==> src/rtl/dcache_wb_buffer.sv <==
// Dirty-line writeback buffer: queues evicted 256-bit lines, drains each as an
// 8-beat burst to the AXI bridge, and forwards pending lines to DCache refills.
module dcache_wb_buffer #(
  parameter int DEPTH      = 2,
  parameter int LINE_BEATS = 8
) (
  input  logic         clk,
  input  logic         rst,
  input  logic         wr_req,
  input  logic [31:0]  wr_addr,
  input  logic [255:0] wr_data,
  output logic         wr_rdy,
  input  logic [31:0]  rd_addr,
  output logic         rd_hit,
  output logic [255:0] rd_hit_data,
  output logic         mem_wen,
  output logic [31:0]  mem_waddr,
  output logic [7:0]   mem_wlen,
  output logic [31:0]  mem_wdata,
  output logic         mem_wvalid,
  output logic         mem_wlast,
  input  logic         mem_wresp,
  input  logic         mem_bvalid,
  output logic         empty
);

  localparam int PTR_W = (DEPTH > 1) ? $clog2(DEPTH) : 1;
  localparam int CNT_W = PTR_W + 1;
  localparam logic [2:0] LAST_BEAT = 3'(LINE_BEATS - 1);

  typedef enum logic [1:0] {IDLE, BEAT, RESP} state_t;

  state_t             state, state_nxt;
  logic [2:0]         beat, beat_nxt;
  logic [PTR_W-1:0]   head, tail;
  logic [CNT_W-1:0]   count;
  logic [DEPTH-1:0]   valid;
  logic [26:0]        addr_q [DEPTH];
  logic [255:0]       data_q [DEPTH];
  logic               push, pop;

  // Line offset bits are don't-care on both address inputs.
  logic unused_offsets;
  assign unused_offsets = ^{wr_addr[4:0], rd_addr[4:0]};

  assign wr_rdy   = (count < CNT_W'(DEPTH));
  assign push     = wr_req && wr_rdy;
  assign mem_wlen = 8'(LINE_BEATS - 1);
  assign empty    = (count == '0) && (state == IDLE);

  // Drain FSM: the burst always reads straight from the head entry, which cannot
  // be overwritten while it is valid, so no separate line latch is needed.
  always_comb begin
    state_nxt  = state;
    beat_nxt   = beat;
    pop        = 1'b0;
    mem_wen    = 1'b0;
    mem_waddr  = '0;
    mem_wdata  = '0;
    mem_wvalid = 1'b0;
    mem_wlast  = 1'b0;
    case (state)
      IDLE: begin
        if (count != '0) begin
          state_nxt = BEAT;
          beat_nxt  = '0;
        end
      end
      BEAT: begin
        mem_wen    = 1'b1;
        mem_wvalid = 1'b1;
        mem_waddr  = {addr_q[head], 5'b0};
        mem_wdata  = data_q[head][{beat, 5'b0} +: 32];
        mem_wlast  = (beat == LAST_BEAT);
        if (mem_wresp) begin
          beat_nxt = beat + 3'd1;
          if (beat == LAST_BEAT) state_nxt = RESP;
        end
      end
      RESP: begin
        mem_wen   = 1'b1;
        mem_waddr = {addr_q[head], 5'b0};
        if (mem_bvalid) begin
          pop = 1'b1;
          if (count > CNT_W'(1)) begin
            state_nxt = BEAT;
            beat_nxt  = '0;
          end else begin
            state_nxt = IDLE;
          end
        end
      end
      default: state_nxt = IDLE;
    endcase
  end

  // NOTE: state registers use non-blocking assignments so every flop samples the
  // pre-edge values regardless of evaluation order.
  always_ff @(posedge clk or posedge rst) begin
    if (rst) begin
      state <= IDLE;
      beat  <= '0;
      head  <= '0;
      tail  <= '0;
      count <= '0;
      valid <= '0;
    end else begin
      state <= state_nxt;
      beat  <= beat_nxt;
      if (pop) begin
        head        <= head + 1'b1;
        valid[head] <= 1'b0;
      end
      if (push) begin
        tail        <= tail + 1'b1;
        valid[tail] <= 1'b1;
      end
      case ({push, pop})
        2'b10:   count <= count + 1'b1;
        2'b01:   count <= count - 1'b1;
        default: count <= count;
      endcase
    end
  end

  // NOTE: line storage is deliberately not reset; the valid bits gate every use,
  // and leaving the wide arrays reset-free keeps them plain RAM/flop banks.
  always_ff @(posedge clk) begin
    if (push) begin
      addr_q[tail] <= wr_addr[31:5];
      data_q[tail] <= wr_data;
    end
  end

  // Scan from oldest to youngest so a later match overrides an earlier one.
  always_comb begin
    logic [PTR_W-1:0] idx;
    idx         = '0;
    rd_hit      = 1'b0;
    rd_hit_data = '0;
    for (int i = 0; i < DEPTH; i++) begin
      idx = head + PTR_W'(i);
      if (valid[idx] && (addr_q[idx] == rd_addr[31:5])) begin
        rd_hit      = 1'b1;
        rd_hit_data = data_q[idx];
      end
    end
  end

endmodule

==> config.mk <==
export PLATFORM = sky130hd
export DESIGN_NAME = dcache_wb_buffer
export DESIGN_NICKNAME = d
export VERILOG_FILES = /design/src/rtl/dcache_wb_buffer.sv
export SDC_FILE = /design/constraint.sdc
export NUM_CORES = 1
export LEC_CHECK = 0
export BUFFER_PORTS_ARGS = -buffer_cell sky130_fd_sc_hd__clkbuf_2
export CORE_MARGIN = 2
export CORE_UTILIZATION = 35
export CTS_CLUSTER_SIZE = 30
export DETAILED_ROUTE_END_ITERATION = 7
export GPL_TIMING_DRIVEN = 1
export HOLD_SLACK_MARGIN = 0.03
export SLEW_MARGIN = 30
export SYNTH_ARGS = -nofsm -noshare
export SYNTH_HDL_FRONTEND = slang
export SYNTH_SLANG_ARGS = --single-unit
==> constraint.sdc <==
create_clock -name clk -period 29.1 [get_ports clk]
set_input_delay 4.365 -clock clk [delete_from_list [all_inputs] [get_ports clk]]
set_output_delay 4.365 -clock clk [all_outputs]
set_load 0.02 [all_outputs]
==> flow_summary.ini, run 1 <==
[critical_path]
crit_fanout = 165
critPathKind = input port to primary output
startpoint_type = input port
worst_path_most_repeated_cell = clkbuf_2
critPathMaxStageDelay_ns = 0.73
worstPathArrival_ns = 8.83
cp_num_buf_inv = 6
crit_chain = clkbuf_2 > xnor2_1 > a32oi_1 > nor3_1 > nand4_1 > a211oi_4 > buf_4 > buf_12 > buf_16 > buf_6 > a221oi_1 > a21oi_1 > clkbuf_2
crit_family = buffers and inverters
required_ns = 24.73
critical_path.endpoint_type = primary output
crit_slowest_cell = buf_4

[floorplanning]
die_h_um = 294
fp.coreArea_um2 = 83400
num_io_pins = 659
rows = 106
fp.dieW_um = 294
die_area_um2 = 86200
initial_utilization = 0.352

[clocking]
post_cts_buffers = 0
ctsHoldBuffers = 0
clk_latency_ns = 0.62
cts_buffers = 70
cts_root_buffer = clkbuf_16
cts_tree = yes
cts_max_path_buffers = 3
clk_pin_slew_ns = 0.06
cts_resized = 0
cts.sinks = 577
h-tree-depth = 3

[sta]
setup_viol = 0
rsz0062_at_grt = false
skew_ns = 0.0344
finalMaxSlewViolations = 0
finalSetupTns_ns = 0
finalCritPeriodShare = 0.453
fmax_mhz = 75.8
hold_viol = 0
max-slew-margin-rel = 0.371
setup_ws_ns = 15.91
min_period_ns = 13.19
tightest_slew_ns = 0.943

[synthesis]
yosysWarnings = 0
ys_ff_latch = 577
syn_inst = 1997
netlist.area_leader.share = 0.579
yosysSeqAreaShare = 0.588
avgSynthCellArea_um2 = 14.7
synth_area_leaders = edfxtp_1 (58%), mux4_2 (12%), a221oi_1 (7.6%)
yosysTopAreaCell = edfxtp_1
ys_types = 41
syn_area_um2 = 29400

[detailed_routing]
viasPerCell = 6.02
maxUsedRoutingLayer = met5
wl_per_cell_um = 27.8
first_iter_violations = 1772
wl_met2_um = 49700
vias = 22100
wl_um = 102000
drtAntennaViolNets = 0
first_pass_iters = 6
wl_met3_um = 7970
wl_met1_um = 40500
drc = 0

[layout]
fillers = 7660
nets = 2849
final_area_um2 = 35600
fin_cells = 3662
seqCellArea_um2 = 17300
final_cell_mix = clkbuf_2 (635), edfxtp_1 (566), a21oi_1 (258)
multiInputGateArea_um2 = 11100
layout-drive-gt1-share = 0.364
layout_commonest_cell = clkbuf_2
syn_to_final_growth_pct = 21.3

[worst_hold_path]
hold_class = flop to flop

[power_and_ir_drop]
power.density_nw_per_um2 = 82.4
p_leak_uw = 0.0119
finalPower_uw = 2930
ir_worst_vdd_mv = 0.0565

[place]
pre_cts_slack_ns = 15.70
dpl.cell_count = 3521
placed_area_um2 = 33300
routabilityCongestion = 0.826
port_buffers = 635
hpwl_um = 71800

[outcome]
outcome = complete, no violations

[flow_run]
cap_viol_max_count = 0

[grt]
grtUsageTotal = 0.228
grt_pass1_vias = 21100
overflow = 0
grt_max_degree = 213
grt_pass1_wl_um = 144000
grt_antenna_before_repair = 28
## cell type report
class	instances	share of cell area
inverter	11	0.00116
tap	1080	0.0380
antenna	12	0.000843
sequential	577	0.485
timing repair buffer	665	0.101
clock buffer	85	0.0508
clock inverter	43	0.0124
multi-input combinational	1189	0.311
## report_power, final
part	leakage, uW	total (uW)	internal (uW)	switching [uW]
clock network	0.00109	859	493	366
logic	0.00549	845	297	549
registers	0.00536	1230	1110	114
total	0.0119	2930	1900	1030
## routing by layer
layer / up-vias / global-route usage
met5: - / 0
met4: 10 / 0.0829
met3: 157 / 0.0557
met2: 988 / 0.374
met1: 11300 / 0.294
li1: 9619 / -
## flip-flops by register name, indices dropped and copies added (netlist names)
| signal | cells |
|---|---|
| data_q | 512 |
| addr_q | 54 |
| valid | 2 |
| count | 2 |
| head | 1 |
| beat | 3 |
| state | 2 |
| tail | 1 |
## worst register-to-register path, cell delays in order, from the launching register on
cell,delay [ns]
dfrtp_4,0.84
buf_4,0.67
buf_4,0.78
nand2_1,0.13
a21o_1,0.21
## final timing paths
kind / startpoint / endpoint / slack (ns) / cells after the start
max: rd_addr[19] / rd_hit_data[32] / 15.91 / 13
min: count[0] / count[0] / 0.53 / 1
max reg2reg: head / valid[1] / 26.37 / 4
min reg2reg: count[0] / count[0] / 0.53 / 1
max in group asynchronous: rst / head / 25.00 / 2
min in group asynchronous: rst / beat[0] / 3.74 / 2
## metrics by stage
| stage | utilization | hold slack (ns) |
|---|---|---|
| after floorplan | - | 0.472 |
| after global placement | 0.398 | 0.487 |
| after detailed placement | 0.399 | 0.510 |
| after CTS | 0.426 | 0.525 |
| after global routing | 0.427 | 0.543 |
| final | 0.427 | 0.526 |
## synthesized netlist by cell type (all sizes together)
| cell | number |
|---|---|
| a21o | 1 |
| o32ai | 2 |
| ha | 10 |
| nand3 | 2 |
| and2 | 35 |
| mux2i | 53 |
| o22a | 1 |
| nor2b | 28 |
| a211oi | 1 |
| clkinv | 1 |
| nand4 | 2 |
| nand2 | 12 |
| nor3b | 1 |
| nor4 | 17 |
| buf | 113 |
| mux2 | 1 |
| and4 | 1 |
| inv | 10 |
| mux4 | 160 |
| a21oi | 258 |
| xnor2 | 58 |
| a221oi | 256 |
| nor3 | 1 |
| clkbuf | 118 |
| a22oi | 256 |
| xor2 | 2 |
| nand2b | 1 |
| o21bai | 1 |
| conb | 2 |
| o31ai | 1 |
| dfrtp | 11 |
| or4 | 1 |
| o21ai | 6 |
| and3 | 2 |
| o21ba | 1 |
| a32oi | 1 |
| nor2 | 4 |
| edfxtp | 566 |
## cells by family (layout without fill, tap and decap cells)
group           count (synthesis)  after routing  synth area share
compound gates                785            785             0.190
flops                         577            577             0.588
buf+inv                       242            804            0.0372
mux                           214            214             0.141
simple gates                  107            107            0.0215
xor+xnor                       60             60            0.0179
fa+ha+maj                      10             10           0.00426
other cells                     2             25          0.000256
Note: power is estimated with default switching activity, not from simulation.
==> run 2: changes to the inputs <==
- clock period: 29.1 -> 13.15 ns (I/O delays scaled with it)
==> run 2 against run 1 <==
First-iteration DRC count increased by 18%. Hold slack worse by 0.010 ns. Non-clock buffer count fell by 2. Highest routed layer unchanged. Combinational power rose by 120%. Critical endpoint is now rd_hit_data[93]. Routed wire length is 1.4% lower.
==> flow_summary.ini, run 2 (synthesized netlist as in run 1, its figures left out) <==
[power_and_ir_drop]
swShare = 0.345
p_clk_frac = 0.294
p_leak_uw = 0.0119
power.density_nw_per_um2 = 182
p_seq_frac = 0.419
p_switching_uw = 2240
internal_power_uw = 4250
ir_worst_vdd_mv = 0.106
combPwrFrac = 0.287

[detailed_routing]
drc = 0
vias = 21900
first_pass_iters = 6
first_iter_violations = 2095
wl_um = 101000
drtAntennaViolNets = 0
viasPerCell = 5.99
wl_per_cell_um = 27.5

[layout]
finish.utilization = 0.427
reg_top3 = data_q: 512 flops, addr_q: 54 flops, beat: 3 flops
regMostFlops = data_q
final_cell_mix = clkbuf_2 (635), edfxtp_1 (566), a21oi_1 (258)
seqCellArea_um2 = 17300
multiInputGateArea_um2 = 11100
nets = 2847
syn_to_final_growth_pct = 21.3
largest_register_ffs = 512
layout-drive-gt1-share = 0.363
fillers = 7566
layout_commonest_cell = clkbuf_2

[critical_path]
r2r-end = data_q[1][231]
crit_family = buffers and inverters
critPathKind = flop to primary output
rr_startpoint = count[1]
regToRegSetupSlack_ns = 9.94
crit_chain = buf_12 > mux2i_1 > xnor2_1 > nor4_1 > and4_1 > and2_4 > buf_16 > buf_4 > buf_4 > a22oi_1 > a21oi_1 > clkbuf_2
crit_slowest_cell = dfrtp_4
worstPathArrival_ns = 6.39
critical_path.endpoint_type = primary output
cp_num_buf_inv = 5
startpoint_type = flop
worstRegToRegCells = 4
worst_path_most_repeated_cell = buf_4
critPathMaxStageDelay_ns = 0.82
crit_start = head
required_ns = 11.18
crit_fanout = 162

[floorplanning]
rows = 106
fp.coreArea_um2 = 83400
die_area_um2 = 86200
die_h_um = 294
num_io_pins = 659
fp.dieW_um = 294
initial_utilization = 0.352

[grt]
grt_max_degree = 230
grt_pass1_wl_um = 143000
overflow = 0
grt_antenna_before_repair = 34
grt_pass1_vias = 21100
grtUsageTotal = 0.225

[sta]
finalCritPeriodShare = 0.636
skew_ns = 0.0268
setup_ws_ns = 4.78
setup_viol = 0
finalMaxSlewViolations = 0
max-slew-margin-rel = 0.164
fmax_mhz = 120
finalSetupTns_ns = 0
min_period_ns = 8.37
rsz0062_at_grt = false
tightest_slew_ns = 1.25
hold_viol = 0

[worst_hold_path]
hold_class = flop to flop
hold_path_depth = 1
holdPathEnd = count[0]
hold_start = count[0]

[clocking]
cts_tree = yes
cts_buffers = 70
h-tree-depth = 3
cts_max_path_buffers = 3
clk_pin_slew_ns = 0.05
clk_latency_ns = 0.62
cts_resized = 0
post_cts_buffers = 0
cts.sinks = 577
cts_root_buffer = clkbuf_16
ctsHoldBuffers = 0

[place]
pre_cts_slack_ns = 4.79
routabilityCongestion = 0.831
hpwl_um = 70400
port_buffers = 635

[flow_run]
cap_viol_max_count = 0

[outcome]
outcome = complete, no violations
[run 2: per-layer routing]
metal,vias up,GRT usage,wire length (um)
met5,-,0,171
met1,11100,0.276,37900
li1,9609,-,-
met3,179,0.0746,9980
met2,993,0.367,48500
met4,24,0.0866,3920
[run 2: metrics by stage]
step | instance area (um2) | total power, uW | std cells | hold WS, ns
3_3_place_gp | 33200 | 4600 | 3515 | 0.492
2_1_floorplan | 29400 | 3880 | 2008 | 0.472
6_report | 35600 | 6480 | 3656 | 0.516
4_1_cts | 35500 | 6570 | 3639 | 0.512
3_5_place_dp | 33200 | 4650 | 3516 | 0.500
5_1_grt | 35600 | 6760 | 3651 | 0.524
[run 2: worst max-delay path by stage]
stage,depth (start not counted),to,slack (ns)
2_1_floorplan,2,addr_q[0][0],3.20
3_3_place_gp,11,rd_hit_data[93],4.87
3_5_place_dp,11,rd_hit_data[93],4.79
4_1_cts,11,rd_hit_data[93],4.65
5_1_grt,12,rd_hit_data[93],4.46
6_report,12,rd_hit_data[93],4.78
[run 2: power groups by stage]
stage / sequential (uW) / combinational (uW) / clock [uW]
floorplan: 2770 / 1110 / 0
global placement: 2720 / 1880 / 0
detailed placement: 2750 / 1900 / 0
CTS: 2720 / 1900 / 1960
global route: 2760 / 1980 / 2010
finish: 2720 / 1860 / 1910
[run 2: cell type report]
cell class / instances / share of cell area
clock inverter: 40 / 0.0126
multi-input combinational: 1189 / 0.311
antenna: 13 / 0.000913
sequential: 577 / 0.485
inverter: 11 / 0.00116
tap: 1080 / 0.0379
timing repair buffer: 663 / 0.101
clock buffer: 83 / 0.0506
[run 2: worst reg2reg max path, stage by stage, from the launching register on]
cell and delay, ns:
dfrtp_1 0.39, inv_1 0.15, and3_4 0.68, buf_6 0.62, buf_4 0.91
